### config.mk
export PLATFORM = sky130hd
export DESIGN_NAME = alu_8bit
export DESIGN_NICKNAME = d
export VERILOG_FILES = /design/src/rtl/alu_8bit.sv
export SDC_FILE = /design/constraint.sdc
export NUM_CORES = 1
export LEC_CHECK = 0
export CAP_MARGIN = 0
export CORE_MARGIN = 2
export CORE_UTILIZATION = 50
export CTS_BUF_LIST = sky130_fd_sc_hd__clkbuf_8
export CTS_CLUSTER_SIZE = 28
export DETAILED_ROUTE_END_ITERATION = 8
export HOLD_SLACK_MARGIN = 0.02
export MAX_ROUTING_LAYER = met4
export PLACE_DENSITY = 0.85
export SLEW_MARGIN = 20
export SYNTH_ARGS = -nofsm -noshare
export SYNTH_HDL_FRONTEND = slang
export SYNTH_SLANG_ARGS = --single-unit
### constraint.sdc
create_clock -name clk -period 0.8 [get_ports clk]
set_clock_uncertainty 0.05 [all_clocks]
set_input_delay 0.08 -clock clk [delete_from_list [all_inputs] [get_ports clk]]
set_output_delay 0.08 -clock clk [all_outputs]
set_load 0.1 [all_outputs]
### src/rtl/alu_8bit.sv
// 8-bit registered ALU: 16 operations selected by sel, result and carry captured every rising edge.
// Optional zero/signed-overflow flag outputs zf/vf are built when ALU8_FLAGS_EN is defined.
module alu_8bit (
  input  logic       clk,
  input  logic       rst_n,
  input  logic [7:0] a,
  input  logic [7:0] b,
  input  logic       cin,
  input  logic [3:0] sel,
`ifdef ALU8_FLAGS_EN
  output logic       zf,
  output logic       vf,
`endif
  output logic [7:0] s,
  output logic       cout
);

`ifdef ALU8_FLAGS_EN
  // Signed overflow: operands share a sign that the result does not.
  function automatic logic f_ovf(input logic a_msb, input logic b_msb, input logic r_msb);
    return (a_msb == b_msb) && (r_msb != a_msb);
  endfunction
`endif

  logic [7:0] w_addend;
  logic [8:0] w_sum;
  logic [7:0] w_res;
  logic       w_cout;
  logic [7:0] r_s;
  logic       r_cout;

  // Second adder operand for the four arithmetic codes (sel[1:0] picks 0, B, ~B or all-ones)
  always_comb begin
    w_addend = 8'h00;
    case (sel[1:0])
      2'b00:   w_addend = 8'h00;
      2'b01:   w_addend = b;
      2'b10:   w_addend = ~b;
      2'b11:   w_addend = 8'hFF;
      default: w_addend = 8'h00;
    endcase
  end

  assign w_sum = {1'b0, a} + {1'b0, w_addend} + {8'h00, cin};

  // Next result/carry decode for all 16 operation codes
  always_comb begin
    w_res  = 8'h00;
    w_cout = 1'b0;
    case (sel)
      4'b0000, 4'b0001, 4'b0010, 4'b0011: begin
        w_res  = w_sum[7:0];
        w_cout = w_sum[8];
      end
      4'b0100: w_res = a & b;
      4'b0101: w_res = a | b;
      4'b0110: w_res = a ^ b;
      4'b0111: w_res = ~a;
      4'b1000: w_res = ~(a | b);
      4'b1001: w_res = ~(a ^ b);
      4'b1010: w_res = b;
      4'b1011: w_res = 8'h00;
      4'b1100: begin
        w_res  = {a[6:0], 1'b0};
        w_cout = a[7];
      end
      4'b1101: begin
        w_res  = {a[6:0], cin};
        w_cout = a[7];
      end
      4'b1110: begin
        w_res  = {cin, a[7:1]};
        w_cout = a[0];
      end
      4'b1111: begin
        w_res  = {a[7], a[7:1]};
        w_cout = a[0];
      end
      default: begin
        w_res  = 8'h00;
        w_cout = 1'b0;
      end
    endcase
  end

  // Result and carry registers; reset clears them immediately
  always_ff @(posedge clk or negedge rst_n) begin
    if (!rst_n) begin
      r_s    <= 8'h00;
      r_cout <= 1'b0;
    end else begin
      r_s    <= w_res;
      r_cout <= w_cout;
    end
  end

  assign s    = r_s;
  assign cout = r_cout;

`ifdef ALU8_FLAGS_EN
  logic w_zf;
  logic w_vf;
  logic r_zf;
  logic r_vf;

  assign w_zf = (w_res == 8'h00);
  assign w_vf = (sel[3:2] == 2'b00) ? f_ovf(a[7], w_addend[7], w_sum[7]) : 1'b0;

  // Flag registers, captured alongside the result
  always_ff @(posedge clk or negedge rst_n) begin
    if (!rst_n) begin
      r_zf <= 1'b0;
      r_vf <= 1'b0;
    end else begin
      r_zf <= w_zf;
      r_vf <= w_vf;
    end
  end

  assign zf = r_zf;
  assign vf = r_vf;
`endif

endmodule

==> results of run 1 <==
## cells by family after synthesis
family | synth area share (%)
mux | 7.71
compound gates | 30.5
xor+xnor | 1.03
fa+ha+maj | 19.2
buf+inv | 9.47
flops | 13.2
simple gates | 18.8
## per-stage QoR
stage | setup slack, ns | cells | setup TNS (ns) | hold WS, ns | area (sq um)
after floorplan | -1.48 | 226 | -10.95 | -0.266 | 1780
after global placement | -1.67 | 368 | -13.32 | 0.330 | 2760
after detailed placement | -1.75 | 368 | -13.94 | 0.355 | 2760
after CTS | -1.17 | 376 | -9.70 | 0.113 | 3030
## what timing repair did
item                       in CTS
cloned                          0
resized for setup              73
pin swaps                      26
setup buffers                   4
setup endpoints to repair      18
==> run metrics, run 1 <==
hold_buf cts 0; placer congestion estimate ~0.95; DP Wirelength between 5000 and 6000 um; IO buf count 31; initial core utilization 51.5%; syn avg cell area 7.54 sq um; status aborted with a tool error; I/O pins 32; row count 21; die width around 62 um; CTS Buffer Depth 2; number of enable flip-flop cells after synthesis 0; worst ep type register input; largest net degree at the start of global routing 24; most frequent cells after synthesis ha_1, inv_1, nor2_1, nand2_1; area share of the largest cell type after synthesis 16.9%; unique cell type count in the Yosys netlist between 40 and 50; syn_nets 274; ranking of synthesized cells by area ha_1, dfrtp_1, mux2_2; Syn Inst Count roughly 230; H-tree depth 1; ys async rst share 100%; CTS Buf Count 3; top-count cell post-synth ha_1; clk sink count 9; DIE HEIGHT a little over 60 um; sequential fraction of the synthesis area 13.2%; Root Buffer clkbuf_8; Seq cells post-synth 9; Synth area leader ha_1; worst_ep grt s[4]$_DFF_PN0_/D; Yosys Warn Count 0; mapped cell area 0.00170 sq mm; stop err [ERROR DPL-0038] Utilization greater than 100%, impossible to legalize; Post-synth top flop dfrtp_1; Stopped at global routing (5_1_grt)
==> run 2: changes to the inputs <==
- CORE_UTILIZATION: 50 -> 35
- CTS_BUF_LIST: sky130_fd_sc_hd__clkbuf_8 -> default
- CTS_CLUSTER_SIZE: 28 -> default
- HOLD_SLACK_MARGIN: 0.02 -> default
- MAX_ROUTING_LAYER: met4 -> default
- PLACE_DENSITY: 0.85 -> default
- PLACE_DENSITY_LB_ADDON: default -> 0.15
==> run metrics, run 2 <==
Layout area overhead 92.6%; Total Power 0.00388 W; DR iter-0 viols 144; Synth area leader ha_1; syn_nets 274 (unchanged); placer congestion estimate 0.910 (-4.6%); Yosys Warn Count 0 (unchanged); max_cap viols 0; gr usage total 26.2%; total number of vias 2246; top-count cell post-synth ha_1; most frequent cells in the layout buf_4, inv_1, ha_1; DIE HEIGHT 73.8 um (+18%); I/O pins 32 (unchanged); placed cell areas 0.00283 sq mm (+2.4%); met3 usage 4.39%; post-route cell area 0.00328 sq mm; number of enable flip-flop cells after synthesis 0 (unchanged); fraction of layout cells with a size suffix above 1 53.0%; min Tclk post-route around 1.9 ns; Comb power frac 69.8%; final setup fails 18; router iterations before antenna repair 4; Bufs and invs on worst path 3; PD cells between 1000 and 1500 mW/mm^2; Crit-path slowest cell fa_2; Seq cells post-synth 9 (unchanged); final count of pins violating max slew 0; Antenna Nets Post-Route 0; Final nets 394; met2 usage 46.2%; CTS tree built; Multi-input gate area 0.00158 sq mm; mapped cell area 0.00170 sq mm (unchanged); CTS Buffer Depth 2 (unchanged); startpoint types input pin; final period utilization 234%; vias in the first global route 2230; Top Family by Delay on Critical Path simple AND/OR/NAND/NOR gates; initial core utilization 36.1% (-15 points); RSZ-0062 raised after global routing true; final setup margin -1.07 ns; critical path type in -> reg; Switching Fraction ~44%; Die ar. 0.00544 sq mm; leakage power approximately 1.5 nW; commonest non-fill, non-tap cell in the layout buf_4; Clk pwr share 14.8%; initial antenna violation count 0; ys async rst share 100% (unchanged); status finished with violations; Cell Int Power 0.00218 W; H-tree depth 1 (unchanged); Seq pwr share approximately 16%; Largest stage delay, worst path 0.37 ns; Psw 0.00170 W; crit-path cells buf_6, mux2_4, fa_2, buf_6, a211oi_4, nor2_2, buf_4, o22ai_4, nor3_2, or3b_1; n_diodes 0; syn avg cell area 7.54 sq um (unchanged); row count 25 (+19%); vias per cell 5.45; IO buf count 31 (unchanged); Slew @ Worst Pin 0.490 ns; most frequent cells after synthesis ha_1, inv_1, nor2_1, nand2_1; sequential fraction of the synthesis area 13.2% (unchanged); maximum fanout along the worst path 2; largest net degree at the start of global routing 19; global-route wire length before repair 10900 um; critical path's most frequent cell buf_6; VDD IR max 0.672 mV; Slew headroom 66.9%; Root Buffer clkbuf_8; failing checks negative setup slack; core footprint 0.00472 sq mm; Crit path arrival time 1.93 ns; highest clock rate 535 MHz; CTS Buf Count 3 (unchanged); Avg WL per Cell 16.7 um; Congestion Overflow GR 0; DRC 0; clk sink count 9 (unchanged); max FFs per register 8; ranking of synthesized cells by area ha_1, dfrtp_1, mux2_2; GR Layer Usage met1 32.1%; drt total wl about 6900 um; die width 73.8 um (+18%); fillers between 300 and 400; Register Area 235 sq um; clk slew on worst S/H paths 0.05 ns; Hold Fails Final Rpt 0; GRT busiest layer met2; unique cell type count in the Yosys netlist 49 (unchanged); critical path data required time slightly below 0.9 ns; Syn Inst Count 226 (unchanged); Post-synth top flop dfrtp_1; Crit. End Element flip-flop; Hold/Removal Path Class in -> async; DP Wirelength 4870 um (-10%); area share of the largest cell type after synthesis 16.9% (unchanged)
==> run 2: cell counts after synthesis <==
Identical to the previous run, type by type.
==> run 2: cell type report <==
type	instances	share of cell area (%)
clock buffers	4	1.37
multi-input cells	177	48.0
well taps	67	2.55
repair buffers	131	37.9
flip-flops and latches	9	7.17
inverters	24	3.01
==> run 2: path summary, 6_finish.rpt <==
check | depth (start not counted) | from | slack [ns] | endpoint
max | 10 | b[0] | -1.07 | s[7]$_DFF_PN0_
min | 2 | rst_n | 0.10 | s[5]$_DFF_PN0_
max in group asynchronous | 2 | rst_n | 0.48 | s[7]$_DFF_PN0_
min in group clk | 6 | sel[0] | 0.32 | s[5]$_DFF_PN0_
==> run 2: power groups by stage <==
stage / Clock [W] / Sequential [W] / Combinational, W
after floorplan: 0 / 0.00107 / 0.000794
after global placement: 0 / 0.000606 / 0.00229
final: 0.000573 / 0.000600 / 0.00271
after CTS: 0.000573 / 0.000602 / 0.00252
after global routing: 0.000589 / 0.000607 / 0.00287
after detailed placement: 0 / 0.000610 / 0.00231
==> run 2: metrics by stage <==
stage | setup TNS, ns | worst slack [ns] | std cells | hold WS (ns) | util (%)
after floorplan | -10.95 | -1.48 | 226 | -0.266 | -
after global placement | -13.63 | -1.68 | 391 | 0.366 | 59.9
after detailed placement | -13.78 | -1.69 | 391 | 0.363 | 59.9
after CTS | -9.62 | -1.13 | 408 | 0.108 | 66.9
after global routing | -10.22 | -1.13 | 412 | 0.121 | 69.5
final | -9.52 | -1.07 | 412 | 0.100 | 69.5
==> run 2: kinds of logic after synthesis <==
group                    count (synthesis)  synth area share, %
flip-flops                               9                 13.2
AND/OR/NAND/NOR                         65                 18.8
multiplexers                            12                 7.71
buffers and inverters                   40                 9.47
XOR/XNOR                                 2                 1.03
AO/OA/AOI/OAI                           73                 30.5
adder cells (fa/ha/maj)                 25                 19.2
==> run 2: layer usage <==
metal | vias to the layer above | share of wire, %
met5 | - | 0
met4 | 0 | 2.7
met3 | 20 | 6.2
met2 | 85 | 51
met1 | 1060 | 40
li1 | 1081 | -
==> run 2: timing repair <==
action                     4_1_cts  5_1_grt
setup buffers                   12        4
hold buffers                     0        0
gates resized for setup         69       34
pin swaps                       24       19
setup endpoints to repair       18       18
cloned                           1        0
No activity file was read; power rests on OpenSTA's default activity.
==> run 3: changes to the inputs <==
- CORE_MARGIN: 2 -> default
- HOLD_SLACK_MARGIN: default -> 0.15
==> run metrics, run 3 (synthesized netlist as in run 2, its figures left out) <==
clk slew on worst S/H paths 0.05 ns (about the same); Antenna Nets Post-Route 0 (unchanged); drt total wl 6630 um (-3.8%); Crit-path slowest cell fa_2; maximum fanout along the worst path 3 (+1); n_diodes 0 (unchanged); fillers 331 (-10%); failing checks design-rule violations, negative setup slack; core footprint 0.00469 sq mm (-0.66%); Die ar. 0.00515 sq mm (-5.3%); crit-path cells buf_6, mux2_4, fa_2, buf_4, a211oi_4, nor2_4, buf_4, o211a_1, nor2_2, o221ai_2; router iterations before antenna repair 6 (+2); status finished with violations; min Tclk post-route 1.86 ns (-0.0116 ns); Avg WL per Cell 16.4 um (-1.9%); total number of vias 2265 (+0.85%); clk sink count 9 (unchanged); Crit path arrival time 1.91 ns (-0.02 ns); I/O pins 32 (unchanged); highest clock rate 538 MHz (+0.62%); DP Wirelength 4690 um (-3.7%); Slew headroom 75.0% (+8.1 points); max_cap viols 0 (unchanged); initial core utilization 36.3% (+0.24 points); DIE HEIGHT 71.8 um (-2.7%); final count of pins violating max slew 0 (unchanged); CTS Buffer Depth 2 (unchanged); leakage power 1.53 nW (+1.6%); commonest non-fill, non-tap cell in the layout buf_4; Congestion Overflow GR 0 (unchanged); critical path's most frequent cell buf_4; VDD IR max 0.824 mV (+23%); WHS 0.113 ns (+0.0121 ns); fraction of layout cells with a size suffix above 1 52.6% (-0.47 points); CTS tree built; H-tree depth 1 (unchanged); Placed Cells 381 (-2.6%); Total Power 0.00386 W (-0.40%); final setup fails 18 (unchanged); critical path data required time 0.85 ns (-0.02 ns); largest net degree at the start of global routing 17 (-2); row count 25 (unchanged); Non-Filler Instances 404 (-1.9%); initial antenna violation count 0 (unchanged); PD cells 1170 mW/mm^2 (-1.2%); vias in the first global route 2088 (-6.4%); Largest stage delay, worst path 0.35 ns (-0.02 ns); global-route wire length before repair 9840 um (-9.5%); Hold Fails Final Rpt 0 (unchanged); Hold/Removal Path Class in -> async; placer congestion estimate 0.869 (-4.6%); Crit. End Element flip-flop; die width 71.8 um (-2.7%); gr usage total 24.6% (-1.6 points); RSZ-0062 raised after global routing true; Root Buffer clkbuf_8; dpl ws -1.68 ns (+0.0104 ns); Final nets 399 (+1.3%); startpoint types input pin; Slew @ Worst Pin 0.370 ns (-0.120 ns); IO buf count 31 (unchanged); max FFs per register 8 (unchanged); critical path type in -> reg; final period utilization 232% (-1.5 points); final setup margin -1.06 ns (+0.0116 ns); most frequent cells in the layout buf_4, inv_1, ha_1; DRC 1 (+1); Layout area overhead 94.2%; vias per cell 5.61 (+2.8%); CP startpoint b[0]; DR iter-0 viols 260 (+81%); CTS Buf Count 3 (unchanged); setup TNS -9.21 ns (+0.313 ns)
-- run 3: changes by cell type in the layout (fill, tap and decap cells not counted), moves of 2 or more --
cell	change
clkbuf_2	-2
nor2_1	+2
a221oi_2	-2
o221ai_2	+3
buf_4	+6
nor2_2	-5
o221ai_1	-3
nor2b_2	-2
nor2_4	+3
-- run 3: through the flow --
| stage | util (%) | instance area, sq um |
|---|---|---|
| 3_5_place_dp | 60.2 | 2820 |
| 4_1_cts | 67.4 | 3160 |
| 2_1_floorplan | - | 1780 |
| 6_report | 70.5 | 3310 |
| 3_3_place_gp | 60.2 | 2820 |
| 5_1_grt | 70.5 | 3310 |
-- run 3: worst paths after layout --
path,endpoint,slack (ns),cells past startpoint
min in group clk,s[1]$_DFF_PN0_,0.29,4
hold / removal,s[6]$_DFF_PN0_,0.11,2
setup / recovery,s[5]$_DFF_PN0_,-1.06,10
max in group asynchronous,cout$_DFF_PN0_,0.47,2
-- run 3: worst max-delay path: cells and delay by family --
| kind | cells | cell delay, ns |
|---|---|---|
| muxes | 1 | 0.30 |
| AOI/OAI and AO/OA | 3 | 0.58 |
| adders and majority gates | 1 | 0.35 |
| buffers and inverters | 3 | 0.40 |
| and+or+nand+nor | 2 | 0.20 |
-- run 3: final cells by class --
type | instances | area [sq um] | area share, %
multi-input combinational | 177 | 1610 | 48.7
timing repair buffer | 136 | 1250 | 37.9
sequential | 9 | 235 | 7.11
inverter | 24 | 96.3 | 2.91
tap | 54 | 67.6 | 2.04
clock buffer | 4 | 45.0 | 1.36
-- run 3: report_power, final --
| part | switching [W] | internal [W] | total [W] |
|---|---|---|---|
| logic | 0.00142 | 0.00129 | 0.00272 |
| clock network | 0.000203 | 0.000349 | 0.000553 |
| registers | 0.0000605 | 0.000536 | 0.000597 |
| total | 0.00169 | 0.00218 | 0.00386 |
-- run 3: routing by layer --
metal	global-route usage, %	part of all wire (%)
met5	0	0
met4	6.32	2.9
met3	2.25	6.0
met2	43.3	50
met1	32.4	41
-- run 3: what timing repair did --
| item | 4_1_cts | 5_1_grt |
|---|---|---|
| gates resized for setup | 73 | 30 |
| pin swaps | 24 | 20 |
| setup buffers | 14 | 6 |
| endpoints found under the setup margin | 18 | 18 |
| hold endpoints to repair | 9 | 9 |
